$ cat src/rtl/sar_adc_spi_rx_if.sv
// sar_adc_spi_rx_if: valid/ready sample stream carrying all converter lanes in one beat
interface sar_adc_spi_rx_if #(
  parameter int DATA_WIDTH = 16,
  parameter int NUM_CH     = 1
);
  logic [NUM_CH*DATA_WIDTH-1:0] m_data;
  logic                         m_valid;
  logic                         m_ready;
  modport master(output m_data, m_valid, input m_ready);
  modport slave(input m_data, m_valid, output m_ready);
endinterface

$ cat src/rtl/sar_adc_spi_rx.sv
// sar_adc_spi_rx: CNV/SCLK/SDO reader for NUM_CH parallel AD798x-class SAR ADCs with valid/ready output
module sar_adc_spi_rx #(
  parameter int DATA_WIDTH  = 16,
  parameter int NUM_CH      = 1,
  parameter int CONV_CYCLES = 70,
  parameter int SCLK_DIV    = 1,
  parameter int ACQ_CYCLES  = 4
) (
  input  logic              clk,
  input  logic              rstn,
  input  logic              enable,
  input  logic              free_run,
  input  logic              trig,
  input  logic              overrun_clr,
  input  logic [NUM_CH-1:0] sdo,
  output logic              overrun,
  output logic              busy,
  output logic              cnv,
  output logic              sclk,
  sar_adc_spi_rx_if.master  m
);
  localparam int M1 = CONV_CYCLES > SCLK_DIV ? CONV_CYCLES : SCLK_DIV;
  localparam int M2 = M1 > ACQ_CYCLES ? M1 : ACQ_CYCLES;
  localparam int MX = M2 > DATA_WIDTH ? M2 : DATA_WIDTH;
  localparam int CW = $clog2(MX + 1);
  localparam int BW = $clog2(DATA_WIDTH + 1);
  typedef enum logic [1:0] {IDLE, CONVERT, READ, ACQ} state_t;
  state_t state, state_d;
  logic [CW-1:0] cnt, cnt_d;
  logic [BW-1:0] bits, bits_d;
  logic [NUM_CH-1:0][DATA_WIDTH-1:0] sh, sh_d;
  logic cnv_d, sclk_d, load, rise, valid_d, ovr_d;
  always_comb begin
    state_d = state;
    cnt_d   = cnt;
    bits_d  = bits;
    cnv_d   = cnv;
    sclk_d  = sclk;
    load    = 1'b0;
    rise    = 1'b0;
    case (state)
      IDLE: if (free_run ? enable : trig) begin
        state_d = CONVERT;
        cnv_d   = 1'b1;
        cnt_d   = CW'(CONV_CYCLES - 1);
      end
      CONVERT: if (cnt == '0) begin
        state_d = READ;
        cnv_d   = 1'b0;
        sclk_d  = 1'b0;
        cnt_d   = CW'(SCLK_DIV - 1);
        bits_d  = '0;
      end else cnt_d = cnt - 1'b1;
      READ: if (cnt != '0) cnt_d = cnt - 1'b1;
      else begin
        cnt_d = CW'(SCLK_DIV - 1);
        if (!sclk) begin
          sclk_d = 1'b1;
          rise   = 1'b1;
          bits_d = bits + 1'b1;
        end else if (bits == BW'(DATA_WIDTH)) begin
          // sclk parks high; the would-be falling edge of the last period loads the output
          load    = 1'b1;
          state_d = ACQ_CYCLES == 0 ? IDLE : ACQ;
          cnt_d   = CW'(ACQ_CYCLES > 0 ? ACQ_CYCLES - 1 : 0);
        end else sclk_d = 1'b0;
      end
      ACQ: if (cnt == '0) state_d = IDLE; else cnt_d = cnt - 1'b1;
      default: state_d = IDLE;
    endcase
    for (int i = 0; i < NUM_CH; i++) sh_d[i] = rise ? DATA_WIDTH'({sh[i], sdo[i]}) : sh[i];
    valid_d = load | (m.m_valid & ~m.m_ready);
    // a fresh overrun beats a simultaneous clear
    ovr_d   = (load & m.m_valid & ~m.m_ready) | (overrun & ~overrun_clr);
  end
  always_ff @(posedge clk or negedge rstn) begin
    if (!rstn) begin
      state     <= IDLE;
      cnt       <= '0;
      bits      <= '0;
      sh        <= '0;
      cnv       <= 1'b0;
      sclk      <= 1'b1;
      busy      <= 1'b0;
      overrun   <= 1'b0;
      m.m_valid <= 1'b0;
      m.m_data  <= '0;
    end else begin
      state     <= state_d;
      cnt       <= cnt_d;
      bits      <= bits_d;
      sh        <= sh_d;
      cnv       <= cnv_d;
      sclk      <= sclk_d;
      busy      <= state_d != IDLE;
      overrun   <= ovr_d;
      m.m_valid <= valid_d;
      m.m_data  <= load ? sh : m.m_data;
    end
  end
endmodule

$ cat src/flat_wrapper.sv
// flat-port wrapper written by rule: the top's interface ports become plain ports
module sar_adc_spi_rx_flat 
#(
  parameter int DATA_WIDTH  = 16,
  parameter int NUM_CH      = 1,
  parameter int CONV_CYCLES = 70,
  parameter int SCLK_DIV    = 1,
  parameter int ACQ_CYCLES  = 4
)
  (clk, rstn, enable, free_run, trig, overrun_clr, sdo, overrun, busy, cnv, sclk, m_m_data, m_m_valid, m_m_ready);
  sar_adc_spi_rx_if #(.DATA_WIDTH(DATA_WIDTH), .NUM_CH(NUM_CH)) m_i ();
  input  logic clk;
  input  logic rstn;
  input  logic enable;
  input  logic free_run;
  input  logic trig;
  input  logic overrun_clr;
  input  logic [NUM_CH-1:0] sdo;
  output logic overrun;
  output logic busy;
  output logic cnv;
  output logic sclk;
  output wire logic [$bits(m_i.m_data)-1:0] m_m_data;
  output wire logic [$bits(m_i.m_valid)-1:0] m_m_valid;
  input wire logic [$bits(m_i.m_ready)-1:0] m_m_ready;
  assign m_m_data = m_i.m_data;
  assign m_m_valid = m_i.m_valid;
  assign m_i.m_ready = m_m_ready;
  sar_adc_spi_rx #(.DATA_WIDTH(DATA_WIDTH), .NUM_CH(NUM_CH), .CONV_CYCLES(CONV_CYCLES), .SCLK_DIV(SCLK_DIV), .ACQ_CYCLES(ACQ_CYCLES)) u_core (.clk(clk), .rstn(rstn), .enable(enable), .free_run(free_run), .trig(trig), .overrun_clr(overrun_clr), .sdo(sdo), .overrun(overrun), .busy(busy), .cnv(cnv), .sclk(sclk), .m(m_i));
endmodule
$ cat config.mk
export PLATFORM = sky130hd
export DESIGN_NAME = sar_adc_spi_rx_flat
export DESIGN_NICKNAME = d
export VERILOG_FILES = /design/src/rtl/sar_adc_spi_rx_if.sv /design/src/rtl/sar_adc_spi_rx.sv /design/src/flat_wrapper.sv
export SDC_FILE = /design/constraint.sdc
export NUM_CORES = 1
export LEC_CHECK = 0
export BUFFER_PORTS_ARGS = -buffer_cell sky130_fd_sc_hd__buf_2
export CORE_UTILIZATION = 57
export DETAILED_ROUTE_END_ITERATION = 8
export GPL_TIMING_DRIVEN = 0
export MAX_ROUTING_LAYER = met4
export PLACE_DENSITY = 0.77
export SLEW_MARGIN = 40
export SYNTH_ARGS = -nofsm -noshare
export SYNTH_HDL_FRONTEND = slang
export SYNTH_SLANG_ARGS = --single-unit
$ cat constraint.sdc
create_clock -name clk -period 2.75 [get_ports clk]
set_clock_uncertainty 0.1 [all_clocks]
set_input_delay 0.55 -clock clk [delete_from_list [all_inputs] [get_ports clk]]
set_output_delay 0.55 -clock clk [all_outputs]
set_load 0.005 [all_outputs]
; ---- Word-level counts from Yosys, hierarchy flattened
; Cells that the tools add are included.
[classes]
eq_ne = 9
n_reduce_logical = 10
n_bitwise = 8
n_addsub = 2
n_mux = 32
[op_table]
columns = cell, count
row1 = 7-bit two-way mux, 5
row2 = 7-bit one-hot mux with 4 select lines, 1
row3 = 5-bit two-way mux, 3
row4 = 2-bit two-way mux, 7
row5 = 1-bit two-way mux, 12
row6 = 5-bit one-hot mux with 2 select lines, 1
row7 = 2-bit one-hot mux with 4 select lines, 1
row8 = 7-bit zero test, 1
row9 = 7-bit nonzero test, 1
row10 = 7-bit by 1-bit subtractor with 7-bit output (second input constant), 1
row11 = 2-bit inequality test (second input constant), 3
row12 = 3-bit AND reduction, 2
row13 = 2-bit nonzero test, 3
row14 = 5-bit by 1-bit adder with 5-bit output (second input constant), 1
row15 = 5-bit equality test (second input constant), 1
row16 = 1-bit bitwise AND, 4
row17 = 2-bit equality test (second input constant), 2
row18 = 2-bit by 1-bit inequality test with 1-bit output (second input constant), 2
row19 = 1-bit one-hot mux with 2 select lines, 2
row20 = 4-bit AND reduction, 1
row21 = 2-bit by 1-bit equality test with 1-bit output (second input constant), 1
row22 = 2-bit zero test, 1
row23 = 1-bit inverter, 2
row24 = 1-bit OR, 2
row25 = 2-bit AND reduction, 1
[word_totals]
wordCells = 71
inputBits = 8
register_bits = 51

; ---- Longest topological paths before layout
; Gate-level depths: netlist of run 1.
[logic_depth]
word_depth = 8
depth_mapped = 9
mapped_depth_nobuf = 6

; ---- Worst setup path before layout of run 1
; No wires, ideal clock.
[synth_timing]
path_kind = reg-to-reg
from = register u_core.cnt[0]
to = register u_core.sh[0] (netlist bit)
n_path_buf = 1
setup_ns = 0.125
required_ns = 2.525
t_arrival_ns = 1.821
path_slack_ns = 0.704
path_stages_with_launch = 8
path_cell_list = dfrtp_1 inv_1 ha_1 or4b_4 nor3_4 nand2_4 buf_12 mux2_4
[synth_via]
elab_chain_len = 3
[synth_rtl]
columns = element, line_no
row1 = "start, declared", sar_adc_spi_rx.sv:29  ; logic [CW-1:0] cnt, cnt_d;
row2 = "start signal, assigned", sar_adc_spi_rx.sv:90  ; cnt <= cnt_d;
row3 = 7-bit nonzero test, sar_adc_spi_rx.sv:54  ; READ: if (cnt != '0) cnt_d = cnt - 1'b1;
row4 = 1-bit two-way mux, sar_adc_spi_rx.sv:54
row5 = 1-bit two-way mux, sar_adc_spi_rx.sv:41  ; case (state)
row6 = "end signal, assigned", sar_adc_spi_rx.sv:81  ; sh <= '0;
row7 = "end signal, assigned", sar_adc_spi_rx.sv:92  ; sh <= sh_d;
row8 = "end, declared", sar_adc_spi_rx.sv:31  ; logic [NUM_CH-1:0][DATA_WIDTH-1:0] sh, sh_d;
; Every way passes these cells.
; A chain may end at the register's enable or synchronous reset.

; ---- Worst setup path in the final report of run 1
[layout_timing]
from = register u_core.bits[0]
to = register u_core.m.m_data[9]
[layout_via]
elab_chain_len = 5
[layout_rtl]
columns = element, line_no
row1 = "start, declared", sar_adc_spi_rx.sv:30  ; logic [BW-1:0] bits, bits_d;
row2 = "start signal, assigned", sar_adc_spi_rx.sv:91  ; bits <= bits_d;
row3 = 5-bit equality test, sar_adc_spi_rx.sv:61  ; end else if (bits == BW'(DATA_WIDTH)) begin
row4 = 1-bit two-way mux, sar_adc_spi_rx.sv:61
row5 = 1-bit two-way mux, sar_adc_spi_rx.sv:57  ; if (!sclk) begin
row6 = 1-bit two-way mux, sar_adc_spi_rx.sv:54
row7 = 1-bit two-way mux, sar_adc_spi_rx.sv:41
row8 = "end signal, assigned", sar_adc_spi_rx.sv:98  ; m.m_data <= load ? sh : m.m_data;
row9 = "end, declared", sar_adc_spi_rx_if.sv:9  ; modport master(output m_data, m_valid, input m_ready);
; Every way passes these cells.

==> impl_metrics.toml, run 1 <==
[layout]
area.growth.synth_to_final_pct = 12.31
regArea_sq_um = 1277
drive_gt1_frac = 0.3476
final_nets = 249
num-fill-cells = 311
design_area_sq_um = 2751
antennaDiodeCount = 0
multi_input_area_sq_um = 1087
stdcell_count = 283

[yosys]
ys_async_sr_fraction = 1.000
syn_nets = 214
synth_most_common_cell = "dfrtp_1"
syn-cell-area_sq_um = 2450
avgSynthCellArea_sq_um = 12.37
synth-seq-cells = 51
yosysUniqueCellTypes = 46
netlist.top_cell.by_area = "dfrtp_1"
synthTopCellsByArea = "dfrtp_1 51%, mux2_2 11%, mux2_4 6.1%"
yosysTopAreaCellShare = 0.5107
yosysSeqAreaShare = 0.5215
syn_inst = 198
synthFlopType = "dfrtp_1"
yosys_warnings = 0
synth-edff-count = 0
synthTopCellsByCount = "50 x dfrtp_1, 23 x mux2_2, 11 x inv_1"

[critical_path]
r2r_setup_slack_ns = 0.44
crit_buf_inv = 3
critPathKind = "reg2reg"
cp-start-kind = "register"
critPathRequiredTime_ns = 2.84
cp_common_cell = "buf_4"
cpPeakStageDelay_ns = 0.41
path_cells = "inv_1, ha_1, nor4bb_1, and4_1, buf_4, buf_4, mux2_2"
path_max_fanout = 10
endpoint_kind = "register"
arrival_ns = 2.40
critical_path.top_delay_family = "simple AND/OR/NAND/NOR gates"
critical-path-slowest-cell = "dfrtp_1"

[floorplanning]
ios = 29
die-area_sq_um = 4564
rows = 23
die_h_um = 67.56
initial_core_util = 0.6038
core_sq_um = 4058
die_w_um = 67.56

[sta]
setup_violations = 0
slew_headroom = 0.5749
worst_slew_pin_slew_ns = 0.6347
fin_ws_ns = 0.4405
hold_viol_final = 0
setup_tns_ns = 0
rsz0062_at_grt = "no"
max_clock_freq_ghz = 0.4330
layout_min_cycle_time_ns = 2.309
drv_slew = 0
period_share = 0.8398

[clock_network]
cts_hold_buf = 0
h-tree-depth = 2
cts_resized = 0
clk_path_buf_depth = 2
clock_latency_ns = 0.30
cts-root-buf = "clkbuf_8"
postCtsSetupBuffers = 0
numClockSinks = 51
cts_buffers = 5
path_clk_slew_ns = 0.09
cts_tree = "yes"

[placed_design]
dp_hpwl_um = 3098
gp_congestion = 0.8375
io_buffers = 28
dp_cells = 276
dpl_cell_area_sq_um = 2660
dp_slack_ns = 0.4608

[power]
p_per_area_nw_per_um2 = 843.0
power.leakage_nw = 1.414
vdd_ir_drop_max_uv = 432.1

[drt]
dr_total_vias = 1633
drc_errors = 0
wire_per_inst_um = 15.67
ant_nets = 0
dr.pass1.iters = 4
drtIter0Drc = 88
viasPerCell = 5.770
wl_um = 4436

[global_routing]
grt_first_pass_wirelength_um = 7189
grt_start_max_net_pins = 52
grt_pass1_vias = 1575
antenna_found_initial = 0
overflow = 0
track_usage = 0.2239

[min_path]
min_path_type = "in2async"

[flow_run]
drv_cap = 0

[run_status]
status = "finished, final reports clean"
[path summary, 6_finish.rpt]
check	depth (start not counted)	to	from
hold reg to reg	1	u_core.m.m_data[2]	u_core.m.m_data[2]
min in group clk	2	u_core.overrun	overrun_clr
hold / removal	1	u_core.bits[3]	rstn
max in group asynchronous	1	u_core.sh[8]	rstn
setup / recovery	7	u_core.m.m_data[9]	u_core.bits[0]
setup reg to reg	7	u_core.m.m_data[9]	u_core.bits[0]
[report_power, final]
part	internal, mW	total, mW	switching (mW)
Combinational	0.366	0.905	0.539
Sequential	0.862	0.971	0.109
Clock	0.203	0.443	0.241
Total	1.43	2.32	0.889
[cell usage in the layout (no fill, tap or decap), drive strengths merged, types with 2 or more instances in the layout]
cell type | netlist | routed
nor2 | 7 | 7
nand2 | 11 | 11
nor3b | 2 | 2
mux2 | 33 | 33
o21ai | 5 | 5
o31ai | 2 | 2
buf | 5 | 33
a22o | 2 | 2
a211oi | 2 | 2
nand2b | 2 | 2
inv | 11 | 12
dfrtp | 50 | 50
and2 | 3 | 3
o22ai | 2 | 2
a31oi | 4 | 4
ha | 8 | 8
nor3 | 10 | 10
nand3 | 6 | 6
clkbuf | 1 | 7
nand4 | 2 | 2
a21oi | 8 | 8
a32o | 2 | 2
o2bb2ai | 2 | 2
[cell families (layout without fill, tap and decap cells)]
logic type / Yosys count / count (layout) / synth area share
multiplexers: 34 / 34 / 0.1711
AO/OA/AOI/OAI: 35 / 35 / 0.1001
flip-flops: 51 / 51 / 0.5215
XOR/XNOR: 2 / 2 / 0.007151
AND/OR/NAND/NOR: 51 / 51 / 0.1226
buffers and inverters: 17 / 52 / 0.03677
adder cells (fa/ha/maj): 8 / 8 / 0.04086
[routing by layer]
| layer | track usage | share of wire | up-vias |
|---|---|---|---|
| met2 | 0.3329 | 0.48 | 35 |
| met3 | 0.05574 | 0.037 | 4 |
| met5 | - | 0 | - |
| met4 | 0.07181 | 0.0097 | 0 |
| met1 | 0.2990 | 0.47 | 806 |
| li1 | - | - | 788 |
[sequential cells by signal, indices dropped and copies added (netlist names)]
register and cells:
u_core.m.m_data 16, u_core.sh 16, u_core.cnt 7, u_core.bits 5, u_core.state 2, u_core.busy 1, u_core.cnv 1, u_core.m.m_valid 1
u_core.overrun 1, u_core.sclk 1
[layout make-up]
| cell class | count | share of cell area |
|---|---|---|
| Buffer | 6 | 0.01774 |
| Clock buffer | 6 | 0.03001 |
| Clock inverter | 1 | 0.003183 |
| Inverter | 11 | 0.01501 |
| Multi-Input combinational cell | 130 | 0.3952 |
| Sequential cell | 51 | 0.4643 |
| Tap cell | 50 | 0.02274 |
| Timing Repair Buffer | 28 | 0.05184 |
[through the flow]
stage	hold slack [ns]	total power, mW	util
global route	0.1989	2.489	0.6781
global placement	0.3857	1.851	0.6537
detailed placement	0.3902	1.885	0.6556
floorplan	0.1544	1.659	-
CTS	0.1787	2.329	0.6781
finish	0.1686	2.319	0.6781
Note: power is estimated with default switching activity, not from simulation.
==> inputs of run 2 (changes only) <==
- CORE_UTILIZATION: 57 -> 52
- PLACE_DENSITY: 0.77 -> 0.74
- clock period: 2.75 -> 2.1 ns (I/O delays scaled with it)
==> impl_metrics.toml, run 2 (synthesis results as in run 1) <==
[clock_network]
clock_latency_ns = 0.30
cts_hold_buf = 0
path_clk_slew_ns = 0.09
cts_tree = "yes"
cts_buffers = 5
numClockSinks = 51
clk_path_buf_depth = 2
h-tree-depth = 2
cts-root-buf = "clkbuf_8"

[critical_path]
critPathKind = "reg2reg"
cpPeakStageDelay_ns = 0.49
cp_num_cells = 7
rr_worst_depth = 7
critPathRequiredTime_ns = 2.19
path_cells = "inv_2, ha_4, or4b_4, nor3_4, nand2_4, buf_12, mux2_4"
endpoint_kind = "register"
cp-start-kind = "register"
path_max_fanout = 10
crit_buf_inv = 2
arrival_ns = 2.14
critical-path-slowest-cell = "or4b_4"
critical_path.top_delay_family = "simple AND/OR/NAND/NOR gates"

[placed_design]
gp_congestion = 0.8303
dpl_cell_area_sq_um = 2663
dp_hpwl_um = 3031
io_buffers = 28

[floorplanning]
die-area_sq_um = 4990
die_h_um = 70.64
ios = 29
initial_core_util = 0.5512
core_sq_um = 4444
rows = 24
die_w_um = 70.64

[power]
total_power_mw = 3.126
vdd_ir_drop_max_uv = 564.3
power.leakage_nw = 1.447
p_per_area_nw_per_um2 = 1099

[drt]
wl_um = 4433
drtIter0Drc = 135
viasPerCell = 5.717
ant_nets = 0
drc_errors = 2
wire_per_inst_um = 15.29
dr_total_vias = 1658
dr.pass1.iters = 6

[layout]
final_cell_mix = "49 x dfrtp_1, 27 x buf_2, 23 x mux2_2, 10 x nand2_1, 10 x mux2_4"
antennaDiodeCount = 0
layout_commonest_cell = "dfrtp_1"
area.growth.synth_to_final_pct = 16.14
num-fill-cells = 351
final_nets = 254
drive_gt1_frac = 0.3950
largestRegisters = "u_core.m.m_data (16), u_core.sh (16), u_core.cnt (7)"
design_area_sq_um = 2845

[global_routing]
antenna_found_initial = 0
overflow = 0
grt_first_pass_wirelength_um = 7493
grt_pass1_vias = 1634
grt_start_max_net_pins = 52
track_usage = 0.1990

[sta]
worst_slew_pin_slew_ns = 0.6266
drv_slew = 0
layout_min_cycle_time_ns = 2.053
hold_viol_final = 0
period_share = 0.9776
slew_headroom = 0.5823
setup_tns_ns = 0
setup_violations = 0
whs_ns = 0.03698
max_clock_freq_ghz = 0.4871
rsz0062_at_grt = "yes"

[min_path]
min_path_type = "in2async"

[flow_run]
drv_cap = 0

[run_status]
status = "finished with violations"
violations = "DRC"
[run 2: cell types whose count changed in the layout (fill, tap and decap cells not counted), moves of 2 or more]
cell,delta
inv_2,+2
buf_2,-2
inv_1,-2
buf_4,+6
[run 2: path summary, 6_finish.rpt]
check / from / endpoint / slack, ns
worst min register to register: u_core.m.m_data[4] / u_core.m.m_data[4] / 0.41
worst max-delay path: u_core.cnt[1] / u_core.sh[0] / 0.05
max in group asynchronous: rstn / u_core.state[0] / 1.43
worst min-delay path: rstn / u_core.cnv / 0.04
min in group clk: overrun_clr / u_core.overrun / 0.20
worst max register to register: u_core.cnt[1] / u_core.sh[0] / 0.05
[run 2: final cells by class]
class,count,area (sq um),area share
flip-flops and latches,51,1279,0.4494
well taps,52,65.06,0.02287
plain buffers,5,60.06,0.02111
multi-input cells,130,1130,0.3971
clock buffers,5,68.82,0.02419
repair buffers,34,187.7,0.06596
clock inverters,2,13.76,0.004837
inverters,11,41.29,0.01451
[run 2: repair_timing]
action,in CTS,in global routing
setup buffers,5,1
gates resized for setup,6,13
setup endpoints to repair,21,47
pin swaps,2,1
[run 2: through the flow]
step,instances,utilization,setup slack [ns]
floorplan,198,-,0.05402
global placement,278,0.5974,-0.1905
detailed placement,278,0.5991,-0.1521
CTS,289,0.6306,-0.004115
global route,290,0.6402,-0.01617
finish,290,0.6402,0.04703
[run 2: metal layers]
metal | global-route usage | wire [um]
met5 | - | 0
met4 | 0.07778 | 67
met3 | 0.04416 | 181
met2 | 0.3128 | 2056
met1 | 0.2540 | 2128
[run 2: worst register-to-register path: stages (launching register included)]
cell     delay [ns]
dfrtp_1        0.40
inv_2          0.08
ha_4           0.13
or4b_4         0.49
nor3_4         0.19
nand2_4        0.10
buf_12         0.16
mux2_4         0.30
[run 2: where the power goes]
group	internal (mW)	total, mW	switching (mW)	leakage (nW)
Clock	0.228	0.533	0.305	0.0440
Sequential	1.13	1.29	0.156	0.682
Combinational	0.562	1.31	0.744	0.721
Total	1.92	3.13	1.21	1.45
==> inputs of run 3 (changes only) <==
- CORE_UTILIZATION: 52 -> 54
- CTS_BUF_LIST: not set -> sky130_fd_sc_hd__clkbuf_4
- PLACE_DENSITY: 0.74 -> 0.77
==> impl_metrics.toml, run 3 (synthesis results as in run 1) <==
[min_path]
min_path_type = "in2reg"

[global_routing]
grt_first_pass_wirelength_um = 7486
overflow = 0
grt_pass1_vias = 1649
grt_start_max_net_pins = 52
antenna_found_initial = 0
track_usage = 0.1993

[drt]
wire_per_inst_um = 15.41
wl_met3_um = 107
wl_um = 4468
top_layer_used = "met4"
routed-wl-met2_um = 2178
drtIter0Drc = 72
drc_errors = 0
viasPerCell = 5.690
ant_nets = 0
dr_total_vias = 1650
dr.pass1.iters = 4
wl_met1_um = 2089

[clock_network]
clock_latency_ns = 0.36
cts_buffers = 5
cts_tree = "yes"
clk_path_buf_depth = 2
h-tree-depth = 2
cts-root-buf = "clkbuf_4"
path_clk_slew_ns = 0.15
numClockSinks = 51

[layout]
layout_commonest_cell = "dfrtp_1"
antennaDiodeCount = 0
largestRegisters = "u_core.m.m_data (16), u_core.sh (16), u_core.cnt (7)"
drive_gt1_frac = 0.3866
final_cell_mix = "49 x dfrtp_1, 27 x buf_2, 23 x mux2_2, 10 x nand2_1, 10 x mux2_4"
num-fill-cells = 329
final_core_util = 0.6468
area.growth.synth_to_final_pct = 14.96
final_nets = 253

[critical_path]
critical_path.top_delay_family = "simple AND/OR/NAND/NOR gates"
cp-start-kind = "register"
path_max_fanout = 10
critical-path-slowest-cell = "or4b_4"
critPathKind = "reg2reg"
crit_buf_inv = 2
path_cells = "inv_2, ha_4, or4b_4, nor3_4, nand2_4, buf_12, mux2_4"
endpoint_kind = "register"
cpPeakStageDelay_ns = 0.50
critPathRequiredTime_ns = 2.26
arrival_ns = 2.24

[floorplanning]
die-area_sq_um = 4810
die_w_um = 69.36
initial_core_util = 0.5626
core_sq_um = 4354
die_h_um = 69.36
rows = 24
ios = 29

[sta]
rsz0062_at_grt = "yes"
max_clock_freq_ghz = 0.4788
drv_slew = 0
hold_viol_final = 0
layout_min_cycle_time_ns = 2.089
setup_violations = 0
fin_ws_ns = 0.01140
slew_headroom = 0.5789
period_share = 0.9946
worst_slew_pin_slew_ns = 0.6317

[power]
power.leakage_nw = 1.430
p_per_area_nw_per_um2 = 1070
vdd_ir_drop_max_uv = 642.4

[placed_design]
io_buffers = 28
dp_slack_ns = -0.2739
dp_hpwl_um = 3170
gp_congestion = 0.8498

[flow_run]
drv_cap = 0

[run_status]
status = "finished, final reports clean"
[run 3: layout make-up]
cell class                 instances  area, sq um  area share
clock inverter                     2        12.51    0.004442
buffer                             5        55.05     0.01955
clock buffer                       6        45.04     0.01599
sequential                        51         1279      0.4540
timing repair buffer              33        186.4     0.06619
inverter                          11        41.29     0.01466
multi-input combinational        130         1132      0.4020
tap                               52        65.06     0.02310
[run 3: power by group]
part | leakage [nW] | internal (mW) | switching, mW | total, mW
clock network | 0.0317 | 0.143 | 0.299 | 0.442
registers | 0.682 | 1.13 | 0.153 | 1.28
logic | 0.716 | 0.552 | 0.736 | 1.29
total | 1.43 | 1.83 | 1.19 | 3.01
[run 3: routing by layer]
layer,vias up,track usage
met4,0,0.06349
met5,-,-
met3,11,0.03488
met1,810,0.2609
met2,28,0.3172
li1,801,-
[run 3: path summary, 6_finish.rpt]
kind | from | to | slack (ns) | depth (start not counted)
min in group asynchronous | rstn | u_core.sh[1] | 0.51 | 2
worst max-delay path | u_core.cnt[1] | u_core.sh[14] | 0.01 | 7
worst max register to register | u_core.cnt[1] | u_core.sh[14] | 0.01 | 7
max in group asynchronous | rstn | u_core.state[0] | 0.94 | 2
worst min-delay path | overrun_clr | u_core.overrun | 0.12 | 2
worst min register to register | u_core.m.m_data[7] | u_core.m.m_data[7] | 0.42 | 1
[run 3: timing repair]
action	in CTS	in global routing
resized for setup	8	10
buffers inserted	3	1
hold endpoints to repair	50	0
hold buffers	1	0
endpoints found under the setup margin	31	44
pin swaps	2	1
[run 3: worst reg2reg max path, stage by stage (launching register included)]
cell,delay (ns)
dfrtp_1,0.43
inv_2,0.09
ha_4,0.13
or4b_4,0.50
nor3_4,0.19
nand2_4,0.09
buf_12,0.16
mux2_4,0.31
[run 3: through the flow]
stage,cells,instance area (sq um),hold slack (ns),power [mW],TNS [ns]
after floorplan,198,2450,0.02441,2.172,0
after global placement,278,2655,0.3847,2.423,-3.824
after detailed placement,278,2663,0.3840,2.464,-3.720
after CTS,289,2784,0.09984,2.986,-0.04623
after global routing,290,2816,0.1180,3.234,-0.3011
final,290,2816,0.1157,3.014,0
